==> config.mk <==
export PLATFORM = sky130hd
export DESIGN_NAME = dm_store_buffer_flat
export DESIGN_NICKNAME = d
export VERILOG_FILES = /design/src/rtl/dm_store_buffer_if.sv /design/src/rtl/dm_store_buffer.sv /design/src/flat_wrapper.sv
export SDC_FILE = /design/constraint.sdc
export NUM_CORES = 1
export LEC_CHECK = 0
export BUFFER_PORTS_ARGS = -buffer_cell sky130_fd_sc_hd__buf_4
export CORE_MARGIN = 2
export CORE_UTILIZATION = 58
export DETAILED_ROUTE_END_ITERATION = 12
export PLACE_DENSITY = 0.76
export SYNTH_ARGS = -nofsm -noshare
export SYNTH_HDL_FRONTEND = slang
export SYNTH_SLANG_ARGS = --single-unit
==> constraint.sdc <==
create_clock -name clk -period 10.65 [get_ports clk]
set_input_delay 1.5975 -clock clk [delete_from_list [all_inputs] [get_ports clk]]
set_output_delay 1.5975 -clock clk [all_outputs]
set_load 0.02 [all_outputs]
==> src/rtl/dm_store_buffer_if.sv <==
// Store-request and memory-drain signals for dm_store_buffer.
// master = pipeline/memory side driving stores and acks, slave = the buffer itself.
interface dm_store_buffer_if #(
    parameter int PTR_W = 2
);
    logic             st_valid;
    logic             st_ready;
    logic [1:0]       st_op;
    logic [31:0]      st_addr;
    logic [31:0]      st_data;
    logic             mem_req;
    logic             mem_ack;
    logic [31:0]      mem_addr;
    logic [31:0]      mem_wdata;
    logic [3:0]       mem_be;
    logic             busy;
    logic [PTR_W:0]   count;
    logic             misalign;
    logic [31:0]      bad_addr;

    modport master (
        output st_valid, st_op, st_addr, st_data, mem_ack,
        input  st_ready, mem_req, mem_addr, mem_wdata, mem_be, busy, count, misalign, bad_addr
    );

    modport slave (
        input  st_valid, st_op, st_addr, st_data, mem_ack,
        output st_ready, mem_req, mem_addr, mem_wdata, mem_be, busy, count, misalign, bad_addr
    );
endinterface

==> src/rtl/dm_store_buffer.sv <==
// Store buffer: lane-aligns sb/sh/sw data, builds byte enables, queues entries toward data memory.
// Latency: push at edge N -> mem_req in cycle N+1 when empty. Backpressure: st_ready = !full only.
// Optional misaligned-store trap enabled by defining DM_MISALIGN_TRAP_EN.
module dm_store_buffer #(
    parameter int DEPTH = 4,
    parameter int PTR_W = 2
) (
    input  logic             clk,
    input  logic             reset,
    dm_store_buffer_if.slave sb
);
    localparam logic [PTR_W:0] FULL_CNT = (PTR_W+1)'(DEPTH);
    localparam logic [1:0]     OP_NONE  = 2'b00;
    localparam logic [1:0]     OP_SB    = 2'b01;
    localparam logic [1:0]     OP_SH    = 2'b10;
    localparam logic [1:0]     OP_SW    = 2'b11;

    typedef struct packed {
        logic [29:0] waddr;
        logic [31:0] wdata;
        logic [3:0]  be;
    } entry_t;

    entry_t           store_q [DEPTH];
    entry_t           new_entry;
    entry_t           head;
    logic [PTR_W-1:0] wr_ptr;
    logic [PTR_W-1:0] rd_ptr;
    logic [PTR_W:0]   cnt;
    logic             full;
    logic             is_misaligned;
    logic             push;
    logic             pop;

    always_comb begin
        new_entry.waddr = sb.st_addr[31:2];
        new_entry.wdata = sb.st_data;
        new_entry.be    = 4'b1111;
        case (sb.st_op)
            OP_SB: begin
                new_entry.wdata = {4{sb.st_data[7:0]}};
                new_entry.be    = 4'b0001 << sb.st_addr[1:0];
            end
            OP_SH: begin
                new_entry.wdata = {2{sb.st_data[15:0]}};
                new_entry.be    = sb.st_addr[1] ? 4'b1100 : 4'b0011;
            end
            default: ;
        endcase
    end

    assign full = (cnt == FULL_CNT);
    assign push = sb.st_valid && !full && (sb.st_op != OP_NONE) && !is_misaligned;
    // An ack while empty has nothing to retire.
    assign pop  = (cnt != '0) && sb.mem_ack;

    always_ff @(posedge clk or posedge reset) begin
        if (reset) begin
            cnt    <= '0;
            wr_ptr <= '0;
            rd_ptr <= '0;
            for (int i = 0; i < DEPTH; i++) store_q[i] <= '0;
        end else begin
            if (push) begin
                store_q[wr_ptr] <= new_entry;
                wr_ptr          <= wr_ptr + 1'b1;
            end
            if (pop) rd_ptr <= rd_ptr + 1'b1;
            case ({push, pop})
                2'b10:   cnt <= cnt + 1'b1;
                2'b01:   cnt <= cnt - 1'b1;
                default: ;
            endcase
        end
    end

    assign head         = store_q[rd_ptr];
    assign sb.st_ready  = !full;
    assign sb.mem_req   = (cnt != '0);
    assign sb.mem_addr  = {head.waddr, 2'b00};
    assign sb.mem_wdata = head.wdata;
    assign sb.mem_be    = head.be;
    assign sb.busy      = (cnt != '0);
    assign sb.count     = cnt;

`ifdef DM_MISALIGN_TRAP_EN
    logic        misalign_q;
    logic [31:0] bad_addr_q;

    assign is_misaligned = ((sb.st_op == OP_SH) && sb.st_addr[0]) ||
                           ((sb.st_op == OP_SW) && (sb.st_addr[1:0] != 2'b00));

    // Rejection is flagged regardless of st_ready; the store never enters the queue.
    always_ff @(posedge clk or posedge reset) begin
        if (reset) begin
            misalign_q <= 1'b0;
            bad_addr_q <= '0;
        end else begin
            misalign_q <= sb.st_valid && is_misaligned;
            if (sb.st_valid && is_misaligned) bad_addr_q <= sb.st_addr;
        end
    end

    assign sb.misalign = misalign_q;
    assign sb.bad_addr = bad_addr_q;
`else
    assign is_misaligned = 1'b0;
    assign sb.misalign   = 1'b0;
    assign sb.bad_addr   = '0;
`endif
endmodule

==> src/flat_wrapper.sv <==
// flat-port wrapper written by rule: the top's interface ports become plain ports
module dm_store_buffer_flat 
#(
    parameter int DEPTH = 4,
    parameter int PTR_W = 2
)
  (clk, reset, sb_st_valid, sb_st_op, sb_st_addr, sb_st_data, sb_mem_ack, sb_st_ready, sb_mem_req, sb_mem_addr, sb_mem_wdata, sb_mem_be, sb_busy, sb_count, sb_misalign, sb_bad_addr);
  dm_store_buffer_if #(.PTR_W(PTR_W)) sb_i ();
  input  logic clk;
  input  logic reset;
  input wire logic [$bits(sb_i.st_valid)-1:0] sb_st_valid;
  input wire logic [$bits(sb_i.st_op)-1:0] sb_st_op;
  input wire logic [$bits(sb_i.st_addr)-1:0] sb_st_addr;
  input wire logic [$bits(sb_i.st_data)-1:0] sb_st_data;
  input wire logic [$bits(sb_i.mem_ack)-1:0] sb_mem_ack;
  output wire logic [$bits(sb_i.st_ready)-1:0] sb_st_ready;
  output wire logic [$bits(sb_i.mem_req)-1:0] sb_mem_req;
  output wire logic [$bits(sb_i.mem_addr)-1:0] sb_mem_addr;
  output wire logic [$bits(sb_i.mem_wdata)-1:0] sb_mem_wdata;
  output wire logic [$bits(sb_i.mem_be)-1:0] sb_mem_be;
  output wire logic [$bits(sb_i.busy)-1:0] sb_busy;
  output wire logic [$bits(sb_i.count)-1:0] sb_count;
  output wire logic [$bits(sb_i.misalign)-1:0] sb_misalign;
  output wire logic [$bits(sb_i.bad_addr)-1:0] sb_bad_addr;
  assign sb_i.st_valid = sb_st_valid;
  assign sb_i.st_op = sb_st_op;
  assign sb_i.st_addr = sb_st_addr;
  assign sb_i.st_data = sb_st_data;
  assign sb_i.mem_ack = sb_mem_ack;
  assign sb_st_ready = sb_i.st_ready;
  assign sb_mem_req = sb_i.mem_req;
  assign sb_mem_addr = sb_i.mem_addr;
  assign sb_mem_wdata = sb_i.mem_wdata;
  assign sb_mem_be = sb_i.mem_be;
  assign sb_busy = sb_i.busy;
  assign sb_count = sb_i.count;
  assign sb_misalign = sb_i.misalign;
  assign sb_bad_addr = sb_i.bad_addr;
  dm_store_buffer #(.DEPTH(DEPTH), .PTR_W(PTR_W)) u_core (.clk(clk), .reset(reset), .sb(sb_i));
endmodule
# Yosys cells after proc, flatten, opt, wreduce, memory -nomap -nowiden

Index checks and enable logic that the tools add are counted.

Equal/unequal tests: 5
$add $sub $neg: 4
Order comparisons: 3
Shift operators: 1
Reduce and logical (&&, ||, !) cells: 8
Mux-type cells: 9
Bitwise logic cells: 2

Operator list:

| cell                                                       | number |
|---|---|
| bitwise mux 264 bit                                        | 1 |
| two-way mux 66 bit                                         | 3 |
| binary-select mux 66 bit (select 2 bit)                    | 1 |
| demux 66 bit (select 2 bit)                                | 1 |
| one-hot mux 36 bit (2 select lines)                        | 1 |
| greater-or-equal comparator 3 bit, second input constant   | 2 |
| inverter 2 -> 3 bit                                        | 2 |
| one-hot mux 3 bit (2 select lines)                         | 1 |
| adder 2 x 1 -> 2 bit, second input constant                | 2 |
| == test 2 x 1 -> 1 bit, second input constant              | 2 |
| == test 2 bit, second input constant                       | 2 |
| logical AND 1 bit                                          | 4 |
| two-way mux 4 bit                                          | 1 |
| nonzero test 2 bit                                         | 2 |
| << shifter 1 x 2 -> 4 bit, first input constant            | 1 |
| adder 3 x 1 -> 3 bit, second input constant                | 1 |
| == test 3 bit, second input constant                       | 1 |
| less-than comparator 3 x 1 -> 1 bit, second input constant | 1 |
| nonzero test 3 bit                                         | 1 |
| subtractor 3 x 1 -> 3 bit, second input constant           | 1 |
| zero test 1 bit                                            | 1 |

Output and inout bits: 107
Bits of input ports: 70
Logic and storage cells: 47
Register bits after elaboration: 271

# Depth between registers and ports, before layout

Depth after elaboration: 6
Depth in mapped cells: 13
Depth with buffers taken out: 11

# Least setup slack after synthesis

No wires, ideal clock.

Path kind: input-to-reg
Start: in sb_st_op[0]
End: reg u_core.cnt[2] (netlist: u_core.sb.count[2])
Slack: 7.024 ns
Library setup time: 0.133 ns
Cell stages on the path: 13
Arrival: 3.494 ns
Cells stage by stage: inv_1 ha_1 nor2b_1 clkbuf_1 clkbuf_1 and2_1 inv_1 ha_1 inv_1 fa_1 xor2_1 nor2_1 xor2_1

Word-level cells in the longest chain between the ends: 4
Elaborated cells between the ends (all ways): 6
Classes of those cells: eq/ne (2); mux (1); reduce/logical (3)

Ends and longest elaborated chain:

| what                                                                            | RTL line              | source |
|---|---|---|
| start, declared                                                                 | flat_wrapper.sv:12    | `input wire logic [$bits(sb_i.st_op)-1:0] sb_st_op;` |
| nonzero test 2 bit (*)                                                          | dm_store_buffer.sv:53 | `assign push = sb.st_valid && !full && (sb.st_op != OP_NONE) && !is_misaligned;` |
| logical AND 1 bit (*)                                                           | dm_store_buffer.sv:53 |  |
| == test 2 x 1 -> 1 bit / == test 2 bit (equally long branches)                  | dm_store_buffer.sv:69 | `case ({push, pop})` |
| one-hot mux 3 bit (2 select lines) / nonzero test 2 bit (equally long branches) | --                    |  |
| end signal, assigned                                                            | dm_store_buffer.sv:70 | `2'b10: cnt <= cnt + 1'b1;` |
| end signal, assigned                                                            | dm_store_buffer.sv:71 | `2'b01: cnt <= cnt - 1'b1;` |
| end, declared                                                                   | dm_store_buffer.sv:29 | `logic [PTR_W:0] cnt;` |

Mark *: on every way between the ends. The rest lies on a longest branch, timed or not.
A chain may end at the register's enable or synchronous reset.

# Worst setup path after layout

Start: reg u_core.rd_ptr[1]
End: out sb_mem_wdata[20]

Word-level cells in the longest chain between the ends: 4

Ends and longest elaborated chain:

| what                                                   | RTL line              | source |
|---|---|---|
| start, declared                                        | dm_store_buffer.sv:28 | `logic [PTR_W-1:0] rd_ptr;` |
| start signal, assigned                                 | dm_store_buffer.sv:68 | `if (pop) rd_ptr <= rd_ptr + 1'b1;` |
| inverter 2 -> 3 bit (implied by the code)              | dm_store_buffer.sv:77 | `assign head = store_q[rd_ptr];` |
| binary-select mux 66 bit (select 2 bit)                | dm_store_buffer.sv:77 |  |
| two-way mux 66 bit (implied by the code) (2 in series) | dm_store_buffer.sv:77 |  |
| end, declared                                          | flat_wrapper.sv:19    | `output wire logic [$bits(sb_i.mem_wdata)-1:0] sb_mem_wdata;` |

Every way passes these cells. The select of a mux whose other input is x is not followed.

==> out/summary.txt <==
Global route total overflow = 0
GRT Total Usage = 23.57%
Maximum number of pins on one net before global-route repair = 133
Sw power = 1728 µW
Layout cells sized above 1 = 54.76%
WL final = 27.55 mm
Critical path endpoint category = output pin
Placed cell count = 1,183
DR WL/cell = 22.31 µm
CP peak stage delay = 800 ps
P_leak = 0.006708 µW
Width of the die = 154.0 µm
Via count = 7,316
Reg2Reg Setup Slack = 7800 ps
HP Class = reg -> reg
Avg Synthesized Cell Area = 16.10 µm²
CP max-delay cell = dfrtp_4
Die Ht = 154.0 µm
Clk_skew = 9.277 ps
Startpoint types = flip-flop
Req. time, crit path = 9050 ps
Worst VDD drop = 0.0001972 V
Fin. max-slew vios = 0
Num rows = 54
Clock Tree Buf Depth = 3
Sequential share of power = 36.4%
Clock share of power = 18.3%
Gpl congestion = 0.7561
Max-cap violations = 0
# nets final = 1,013
Final hold violation count = 0
Clk Latency, worst-skew pair = 540 ps
Port bufs = 141
Period utilization = 42.53%
Syn. warnings = 0
Status = finished clean
Io pins = 177
DIE AREA = 23,700 µm²
Slew margin rel. = 37.40%
DRC Markers = 0
Post-route cell area = 14,860 µm²
Area of the multi-input gates = 5627 µm²
Vias/cell = 5.924
Synthesized area = 13,040 µm²
Netlist cell types = 33
Vias in the first global route = 7,687
RSZ-0062 raised after global routing = false
Commonest non-fill, non-tap cell in the layout = dfrtp_1
Register Area = 6789 µm²
ANT nets after route = 0
Register area share after synthesis = 52.00%
First-pass GRT wire length = 44.01 mm
Setup TNS = 0 ps
CTS tree = yes
Pint = 3426 µW
Most frequent cells in the layout = dfrtp_1, mux2_2, buf_4
Setup violations, final = 0
Most frequent CP cell = buf_4
Dpl hpwl = 17.12 mm
CTS buffer count = 29
Htree depth = 1
Synth-to-layout area growth = 13.93%
Hold Crit Depth = 1
Initial antenna violation count = 0
Reg2reg end = u_core.store_q[144]
Slew @ Worst Pin = 939.0 ps
Worst Setup Path Type = reg -> out
Worst path cell trace = buf_4 -> mux4_2 -> buf_4
Post-Place Worst Slack = 6617 ps
Post-DP Area = 13,970 µm²
Post-route worst setup slack = 6121 ps
Synthesis-stage register bit count = 271
Critical Path AT = 2930 ps
Clock root buffer = clkbuf_16
Starting Density = 59.39%
Core area = 21,960 µm²
Fill count = 1,529
Gate power share = 45.3%
Final hold slack = 499.6 ps
Min-Delay Startpoint = u_core.store_q[59]
Synth Instances = 810
Worst Hold End = u_core.store_q[59]
Postcts setup bufs = 0
PD cells = 346.9 nW/µm²
DRT Pass-1 Iters = 4
Reg2Reg Launch Point = u_core.sb.count[2]
CTS resizes = 0
Number of diodes = 0
Post-layout min period = 4529 ps
Hold-fix buffers at CTS = 0
Iter 0 DRT Violations = 496
Clk sinks = 271
Highest Clock Rate = 220.8 MHz
Critical Path Fanout Max = 40
R2R depth = 4
Clk slew on worst S/H paths = 60 ps
Sw Share = 33.52%
Layout Cells excl Fill = 1,235
-- power groups by stage --
stage / clock [µW] / combinational [µW] / sequential (µW)
6_report: 943 / 2340 / 1870
3_5_place_dp: 0 / 2350 / 1880
5_1_grt: 1000 / 2480 / 1940
4_1_cts: 962 / 2360 / 1870
3_3_place_gp: 0 / 2300 / 1860
2_1_floorplan: 0 / 1810 / 1730
-- synth_stat cells --
master | count | area share, %
a21oi_1 | 9 | 0.35
a22o_1 | 8 | 0.54
a22oi_1 | 8 | 0.46
a31oi_1 | 16 | 0.77
and2_1 | 2 | 0.096
and3_4 | 4 | 0.35
buf_1 | 5 | 0.14
buf_12 | 6 | 0.92
buf_2 | 17 | 0.65
buf_4 | 42 | 2.4
buf_6 | 10 | 0.86
clkbuf_1 | 11 | 0.32
conb_1 | 1 | 0.029
dfrtp_1 | 271 | 52
fa_1 | 1 | 0.15
ha_1 | 8 | 0.77
inv_1 | 18 | 0.52
mux2_2 | 154 | 13
mux2_4 | 102 | 12
mux4_2 | 66 | 11
nand2_1 | 10 | 0.29
nand2b_1 | 1 | 0.048
nand3_1 | 2 | 0.077
nand3_2 | 3 | 0.23
nor2_1 | 10 | 0.29
nor2b_1 | 2 | 0.096
o21ai_0 | 6 | 0.23
o22ai_1 | 8 | 0.38
o31a_1 | 1 | 0.067
or3_1 | 1 | 0.048
or3b_1 | 1 | 0.067
xnor2_1 | 3 | 0.20
xor2_1 | 3 | 0.20
-- registers in the layout (all words and copies together) (netlist names) --
signal,cells
u_core.store_q,264
u_core.sb.count,3
u_core.rd_ptr,2
u_core.wr_ptr,2
-- worst max-delay path: cells and delay by family (launching register included) --
family	cells	cell delay, ps
buffers and inverters	2	900
DFF	1	800
muxes	1	630
-- how the worst max path moves through the flow --
stage / start / endpoint / slack [ps] / depth (start not counted)
floorplan: reset / u_core.rd_ptr[0] / 1590 / 1
global placement: u_core.rd_ptr[1] / sb_mem_wdata[6] / 6660 / 3
detailed placement: u_core.rd_ptr[1] / sb_mem_wdata[20] / 6620 / 3
CTS: u_core.rd_ptr[1] / sb_mem_wdata[20] / 6050 / 3
global route: u_core.rd_ptr[1] / sb_mem_wdata[22] / 5940 / 3
finish: u_core.rd_ptr[1] / sb_mem_wdata[20] / 6120 / 3
-- metal layers --
metal | part of all wire [%] | global-route usage [%] | vias to the layer above
li1 | - | - | 3175
met1 | 45 | 35.24 | 3884
met2 | 47 | 36.43 | 223
met3 | 6.1 | 4.707 | 34
met4 | 1.6 | 4.940 | 0
met5 | 0 | 0 | -
-- final cells by class --
cell class	count	area share, %
well taps	280	2.358
clock inverters	5	0.1853
repair buffers	150	7.579
inverters	18	0.5053
flip-flops and latches	271	45.69
multi-input cells	464	37.87
clock buffers	47	5.811
-- stage by stage --
stage                     power (µW)  util, %
after floorplan                 3538        -
after global placement          4167    63.61
after detailed placement        4235    63.61
after CTS                       5196    67.66
after global routing            5422    67.66
final                           5154    67.66
-- cells by family (layout without fill, tap and decap cells) --
logic type,count (synthesis),after routing,share of synthesized area (%)
multiplexers,322,322,36.44
adder cells (fa/ha/maj),9,9,0.9211
flip-flops,271,271,52.00
AND/OR/NAND/NOR,36,36,1.583
buffers and inverters,109,220,5.833
AO/OA/AOI/OAI,56,56,2.792
other,1,35,0.02875
XOR/XNOR,6,6,0.4030
Note: power is estimated with default switching activity, not from simulation.
